$ cat config.mk
export PLATFORM = sky130hd
export DESIGN_NAME = qam_frame_ctrl
export DESIGN_NICKNAME = d
export VERILOG_FILES = /design/src/rtl/qam_frame_ctrl.sv
export SDC_FILE = /design/constraint.sdc
export NUM_CORES = 1
export LEC_CHECK = 0
export BUFFER_PORTS_ARGS = -buffer_cell sky130_fd_sc_hd__buf_2
export CORE_MARGIN = 3
export CORE_UTILIZATION = 25
export DETAILED_ROUTE_END_ITERATION = 6
export GPL_TIMING_DRIVEN = 0
export HOLD_SLACK_MARGIN = 0.03
export MAX_ROUTING_LAYER = met4
export REMOVE_ABC_BUFFERS = 1
export SYNTH_ARGS = -nofsm -noshare
export SYNTH_HDL_FRONTEND = slang
export SYNTH_SLANG_ARGS = --single-unit
export TNS_END_PERCENT = 30
$ cat constraint.sdc
create_clock -name clk -period 2.35 [get_ports clk]
set_clock_uncertainty 0.1 [all_clocks]
set_input_delay 0.1175 -clock clk [delete_from_list [all_inputs] [get_ports clk]]
set_output_delay 0.1175 -clock clk [all_outputs]
set_load 0.05 [all_outputs]
$ cat src/rtl/qam_frame_ctrl.sv
// qam_frame_ctrl: frames payload bytes into 16-QAM symbols (high nibble first)
// and supervises the mapper handshake with a done timeout.
// Optional feature: define QAM_PREAMBLE_EN to emit the F,0,F,0 preamble
// between the start pulse and the first payload symbol.
module qam_frame_ctrl #(
    parameter int unsigned TIMEOUT_CYC = 64
) (
    input  logic       clk,
    input  logic       rst,
    input  logic       go,
    input  logic [7:0] frame_len,
    input  logic [7:0] in_data,
    input  logic       in_valid,
    output logic       in_ready,
    output logic       qam_start,
    output logic [3:0] qam_symbol,
    output logic       qam_valid,
    output logic       qam_last,
    input  logic       map_done,
    output logic       busy,
    output logic       frame_done,
    output logic       err
);

    localparam int unsigned LEN_W = 8;
    localparam int unsigned SYM_W = 4;
    localparam int unsigned TMO_W = $clog2(TIMEOUT_CYC + 1);
    localparam logic [TMO_W-1:0] TMO_LAST = TMO_W'(TIMEOUT_CYC - 1);

    typedef enum logic [2:0] {
        S_IDLE  = 3'd0,
        S_START = 3'd1,
`ifdef QAM_PREAMBLE_EN
        S_PRE   = 3'd2,
`endif
        S_HI    = 3'd3,
        S_LO    = 3'd4,
        S_WAIT  = 3'd5,
        S_DONE  = 3'd6
    } state_t;

    state_t             state_q, state_d;
    logic [LEN_W-1:0]   rem_q, rem_d;
    logic [SYM_W-1:0]   lo_nib_q, lo_nib_d;
    logic [SYM_W-1:0]   sym_q, sym_d;
    logic [TMO_W-1:0]   tmo_q, tmo_d;
    logic               err_q, err_d;
    logic               zero_done_q, zero_done_d;
`ifdef QAM_PREAMBLE_EN
    logic [1:0]         pre_q, pre_d;
`endif

    logic accept_go;
    logic timeout_hit;

    assign accept_go   = (state_q == S_IDLE) && go && (frame_len != '0);
    assign timeout_hit = (state_q == S_WAIT) && !map_done && (tmo_q == TMO_LAST);

    // State register
    always_ff @(posedge clk or negedge rst) begin
        if (!rst) begin
            state_q <= S_IDLE;
        end else begin
            state_q <= state_d;
        end
    end

    // Datapath registers: byte counter, low nibble, held symbol, timeout, flags
    always_ff @(posedge clk or negedge rst) begin
        if (!rst) begin
            rem_q       <= '0;
            lo_nib_q    <= '0;
            sym_q       <= '0;
            tmo_q       <= '0;
            err_q       <= 1'b0;
            zero_done_q <= 1'b0;
`ifdef QAM_PREAMBLE_EN
            pre_q       <= '0;
`endif
        end else begin
            rem_q       <= rem_d;
            lo_nib_q    <= lo_nib_d;
            sym_q       <= sym_d;
            tmo_q       <= tmo_d;
            err_q       <= err_d;
            zero_done_q <= zero_done_d;
`ifdef QAM_PREAMBLE_EN
            pre_q       <= pre_d;
`endif
        end
    end

    // Next-state logic
    always_comb begin
        state_d = state_q;
        case (state_q)
            S_IDLE:  if (accept_go) state_d = S_START;
`ifdef QAM_PREAMBLE_EN
            S_START: state_d = S_PRE;
            S_PRE:   if (pre_q == 2'd3) state_d = S_HI;
`else
            S_START: state_d = S_HI;
`endif
            S_HI:    if (in_valid) state_d = S_LO;
            S_LO:    state_d = (rem_q == LEN_W'(1)) ? S_WAIT : S_HI;
            S_WAIT: begin
                // done wins over a timeout expiring in the same cycle
                if (map_done)         state_d = S_DONE;
                else if (timeout_hit) state_d = S_IDLE;
            end
            S_DONE:  state_d = S_IDLE;
            default: state_d = S_IDLE;
        endcase
    end

    // Datapath next values
    always_comb begin
        rem_d       = rem_q;
        lo_nib_d    = lo_nib_q;
        tmo_d       = '0;
        err_d       = err_q;
        zero_done_d = (state_q == S_IDLE) && go && (frame_len == '0);
        // remember the last symbol driven so stalls hold it on the bus
        sym_d       = qam_valid ? qam_symbol : sym_q;
`ifdef QAM_PREAMBLE_EN
        pre_d       = '0;
        if (state_q == S_PRE) pre_d = pre_q + 2'd1;
`endif
        if (accept_go) begin
            rem_d = frame_len;
            err_d = 1'b0;
        end
        if ((state_q == S_HI) && in_valid) lo_nib_d = in_data[3:0];
        if (state_q == S_LO) rem_d = rem_q - LEN_W'(1);
        if (state_q == S_WAIT) tmo_d = tmo_q + TMO_W'(1);
        if (timeout_hit) err_d = 1'b1;
    end

    // Output decode; HI forwards the high nibble in the accepting cycle
    always_comb begin
        in_ready   = 1'b0;
        qam_start  = 1'b0;
        qam_valid  = 1'b0;
        qam_last   = 1'b0;
        qam_symbol = sym_q;
        frame_done = zero_done_q;
        busy       = (state_q != S_IDLE);
        err        = err_q;
        case (state_q)
            S_START: qam_start = 1'b1;
`ifdef QAM_PREAMBLE_EN
            S_PRE: begin
                qam_valid  = 1'b1;
                qam_symbol = pre_q[0] ? 4'h0 : 4'hF;
            end
`endif
            S_HI: begin
                in_ready = 1'b1;
                if (in_valid) begin
                    qam_valid  = 1'b1;
                    qam_symbol = in_data[7:4];
                end
            end
            S_LO: begin
                qam_valid  = 1'b1;
                qam_symbol = lo_nib_q;
                qam_last   = (rem_q == LEN_W'(1));
            end
            S_DONE:  frame_done = 1'b1;
            default: ;
        endcase
    end

endmodule
== Word level (Yosys, flattened, before mapping) ==
Index checks and enable logic that the tools add are counted.
Storage, ports and cells
  word-level logic and storage cells: 52
  output and inout bits: 11
  bits of input ports: 21
  bits in registers: 28
Operators by class
  reduce and logical (&&, ||, !) cells: 14
  equal/unequal tests: 10
  muxes and demuxes: 19
  add/sub/neg operators: 2
Operators with widths (count)
  $mux 8: 2
  $mux 3: 5
  $pmux 3 s5: 1
  $eq 3x3->1 const B: 3
  $eq 8x1->1 const B: 1
  $logic_not 8->1: 1
  $pmux 4 s2: 1
  $reduce_bool 8->1: 1
  $sub 8x1->8 const B: 1
  $add 7x1->7 const B: 1
  $eq 7x6->1 const B: 1
  $mux 1: 7
  $mux 7: 1
  $logic_and 1x1->1: 6
  $mux 4: 1
  $ne 2x2->1 const B: 2
  $reduce_bool 2->1: 2
  $eq 3x1->1 const B: 1
  $eq 3x2->1 const B: 1
  $logic_not 3->1: 1
  $ne 3x3->1 const B: 1
  $reduce_and 3->1: 1
  $reduce_bool 3->1: 1
  $pmux 1 s2: 1
  $logic_not 1->1: 1

== Logic depth before layout (Yosys ltp) ==
  word-level depth: 6
  mapped depth: 6
  depth with buffers taken out: 6

== Worst setup path before layout ==
Ideal clock, no wire load.
  path kind: reg-to-reg
  from: register rem_q[3]
  to: register state_q[2]
  buffers on the path: 0
  required time: 2.165 ns
  path slack: -0.611 ns
  cell stages (with the launch flop): 5
  period minus slack after synthesis: 2.961 ns
  arrival time: 2.776 ns
  setup time: 0.085 ns
  cells stage by stage: dfrtp_1 -> or4_1 -> nor4_1 -> a21oi_1 -> o21ai_0
Between the ends
  cells in the longest elaborated chain, start to end: 3
RTL lines
  start, declared: RTL line 43  | logic [LEN_W-1:0] rem_q, rem_d;
  start signal, assigned: RTL line 81  | rem_q <= rem_d;
  $eq 8x1->1: RTL line 105  | S_LO: state_d = (rem_q == LEN_W'(1)) ? S_WAIT : S_HI;
  $mux 3: RTL line 105
  $pmux 3 s5: RTL line 96  | case (state_q)
  end signal, assigned: RTL line 64  | state_q <= state_d;
  end, declared: RTL line 42  | state_t state_q, state_d;
Every way passes these cells.
A chain may end at the register's enable or synchronous reset.

== Final worst setup path ==
  from: register state_q[1]
  to: output port qam_symbol[0]
Between the ends
  cells in the longest elaborated chain, start to end: 2
  elaborated cells between the ends (all ways): 3
  classes of those cells: eq/ne (2); mux (1)
RTL lines
  $eq 3x3->1 or $eq 3x2->1 (tied branches): RTL line 149  | case (state_q)
  $pmux 4 s2 (*): RTL line 149
  end, declared: RTL line 16  | output logic [3:0] qam_symbol,
Every way passes the cells marked *; elsewhere a longest branch is shown, timed or not.

==> results.md <==
Outcome:
- The flow ran to the end, and the final reports show no timing, DRC or antenna violations.

Clocking:
- The cell at the root of the clock tree is sky130_fd_sc_hd__clkbuf_8.
- The deepest clock path buffer count is 2.
- Clock-pin slew was measured on the worst setup and hold paths at 100 ps.
- For the worst-skew pair, the clock arrives at the later sink with an insertion delay of 270 ps.
- TritonCTS created 3 clock buffers.
- The TritonCTS clock tree is done.
- The number of clock sinks seen by CTS is 28.
- The H-tree level count is 1.

GRT:
- The number of global-route vias before repair was 1,268.
- The wire length of the first global-routing pass is 5851 um.
- The overall track demand over capacity in global routing is 11.33%.
- The number of antenna violations at the first check in global routing is 0.
- The pin count of the biggest net entering global routing is 29.
- After global routing the overflow that remains totals 0.

Logic synthesis:
- The number of enable flip-flop cells after synthesis is 0.
- By area the synthesized netlist is led by sky130_fd_sc_hd__dfrtp_1 (48%), sky130_fd_sc_hd__nand2_1 (7.4%), sky130_fd_sc_hd__mux2_2 (3.1%).
- The share of async-settable or async-resettable flops after synthesis is 100.0%.
- Summing every instance area after synthesis gives 1465 um2.
- The main flop type after synthesis is sky130_fd_sc_hd__dfrtp_1.
- Counting every instance in the synthesized netlist gives 152.
- The netlist uses 43 different library cells.
- Dividing the synthesized area by the synthesized cell count gives 9.639 um2.
- Counting flops and latches in the post-synthesis netlist gives 28.
- Sequential elements use 47.82% of the synthesized area.
- Of the post-synthesis cell area, the dominant cell type holds 47.82%.
- The dominant cell type by area after synthesis is sky130_fd_sc_hd__dfrtp_1.
- The Yosys warning count is 0.

Min path:
- The path class of the tightest hold or removal check is in -> reg.

Detailed routing:
- The first detailed-routing pass ran for 4 iterations.
- The count of nets left with antenna violations once routing finished came out at 0.
- The met3 routed wirelength is 133 um.
- The number of vias per cell after detailed routing is 4.745.
- The detailed router put a total of 1721 um of wire on met1.
- The routed design uses 1663 um of met2 wire.
- The first routing iteration left 78 violations.
- After detailed routing, the average wire length per cell comes to 13.04 um.
- Signal routing reaches up to met4.
- The final wirelength is 3533 um.
- Summing over every cut layer, the via total after detailed routing is 1,286.
- The DRC violations left is 0.

Cells and area:
- 0 antenna diodes ended up in the layout.
- Leaving out fill and tap cells, the most frequent cells in the layout are sky130_fd_sc_hd__buf_2 (30), sky130_fd_sc_hd__nand2_1 (29), sky130_fd_sc_hd__dfrtp_1 (27).
- Fill cells in the final layout number 569.
- The multi-input combinational cells in the finished layout cover a total of 737.0 um2.
- The utilization after layout is 35.31%.
- The final instance area is 1968 um2.
- The leading cell type in the layout, fill and taps excluded is sky130_fd_sc_hd__buf_2.
- The area of all sequential standard cells is 701.9 um2.
- The fraction of layout cells with a size suffix above 1 is 26.63%.
- The net count of the finished layout is 224.
- From synthesis to final layout, the design area changed by 34.33%.

Timing:
- Hold is met by 59.89 ps.
- The final max-slew violation count is 0.
- The number of setup violations in the final report is 0.
- Setup repair after global routing left no endpoint under its margin.
- Based on the critical path, the design can be clocked at up to 450.0 MHz.
- The worst path uses 94.56% of the clock period.
- The worst pin sits at a relative slew slack of 57.62%.
- At the pin with the least slew margin, the transition time is 629.9 ps.
- The number of endpoints with negative hold slack in the final report is 0.
- In the post-route analysis, the smallest setup slack over all paths is 127.9 ps.
- Counting I/O delays and the setup requirement, the final critical path takes 2222 ps.

Floorplan:
- During I/O placement, the number of pins put on the boundary was 32.
- From left edge to right edge, the die measures 82.56 um.
- The floorplan row count is 27.
- The area of the die is 6815 um2.
- The floorplan die height is 82.56 um.
- Once the floorplan was initialized, standard cells occupied 26.29% of the core.
- The placeable core area is 5574 um2.

Run:
- Across the run, the number of max-cap violations was 0.

Power:
- Across the VDD grid, the largest voltage drop is 0.0005672 V.
- Dividing total power by cell area gives a power density of 1177 nW/um2.
- The design draws 2.317 mW.
- The leakage power total is 0.9069 nW.

Critical path:
- The startpoint class of the critical path is a flip-flop.
- The setup path with the least slack is of type reg -> out.
- The critical path endpoint category is a primary output.
- Of all nets on the critical path, the largest fanout is 12.
- STA puts the critical path data required time at 2130 ps.
- STA puts the critical path data arrival time at 2000 ps.

Placed design:
- During placement, the flow inserted port buffers numbering 31.
- After detailed placement, the total cell area comes to 1690 um2.
- The final RePlAce weighted congestion is 0.8206.
- The HPWL after detailed placement is 2432 um.
- The pre-CTS worst setup slack is 73.83 ps.
-- registers in the layout, indices dropped and copies added (netlist names) --
register	cells
sym_q	4
zero_done_q	1
rem_q	8
state_q	3
tmo_q	7
lo_nib_q	4
err	1
-- timing repair --
item | in CTS | in global routing
setup endpoints to repair | 6 | 6
pin swaps | 0 | 1
hold buffers | 16 | 0
resized for setup | 2 | 3
hold endpoints to repair | 43 | 0
setup buffers | 0 | 2
-- final cells by class --
cell class                      count  area share (%)
Multi-Input combinational cell    112           37.44
Tap cell                           72           4.577
Sequential cell                    28           35.66
Timing Repair Buffer               49           17.55
Clock buffer                        3           2.098
Inverter                            6           1.144
Clock inverter                      1           1.526
-- power breakdown --
part / leakage, nW / internal [mW] / switching, mW
Combinational: 0.514 / 0.406 / 0.684
Clock: 0.0357 / 0.228 / 0.150
Sequential: 0.357 / 0.646 / 0.203
Total: 0.907 / 1.28 / 1.04
-- worst max-delay path: stages (launching register included) --
cell	delay, ps
sky130_fd_sc_hd__dfrtp_1	640
sky130_fd_sc_hd__and4b_1	540
sky130_fd_sc_hd__a22oi_1	190
sky130_fd_sc_hd__nand2_1	100
sky130_fd_sc_hd__buf_2	260
-- cell usage after synthesis (all sizes together), types with 2 or more instances --
cell,number
a21oi,3
a22oi,5
buf,2
clkbuf,4
dfrtp,28
ha,3
inv,6
mux2,4
mux2i,2
nand2,29
nand3,8
nand3b,3
nor2,10
nor3,3
nor4,3
o211ai,4
o21ai,8
or3,3
xor2,2
-- kinds of logic after synthesis --
kind of cell	count (synthesis)	synth area share, %
buffers and inverters	12	3.245
XOR/XNOR	3	1.794
flip-flops	28	47.82
adder cells (fa/ha/maj)	3	2.562
AND/OR/NAND/NOR	70	25.53
multiplexers	6	4.440
AO/OA/AOI/OAI	30	14.60
-- metal layers --
layer  track usage (%)  vias up
met3             1.627        2
li1                  -      638
met5                 -        -
met2             18.75       20
met4             2.451        0
met1             14.76      626
-- stage by stage --
step	setup TNS, ps	instances
after detailed placement	0	249
after global routing	0	271
after global placement	-5020	249
after CTS	0	269
final	0	271
after floorplan	-1127	146
-- worst paths after layout --
| path | start | to | slack [ps] | cells past startpoint |
|---|---|---|---|---|
| worst min register to register | sym_q[0] | sym_q[0] | 380 | 2 |
| min in group asynchronous | rst | err | 300 | 2 |
| worst min-delay path | frame_len[6] | rem_q[6] | 60 | 2 |
| worst max register to register | state_q[1] | rem_q[7] | 360 | 4 |
| max in group asynchronous | rst | state_q[2] | 1400 | 2 |
| worst max-delay path | state_q[1] | qam_symbol[0] | 130 | 4 |
No activity file was read; power rests on OpenSTA's default activity.
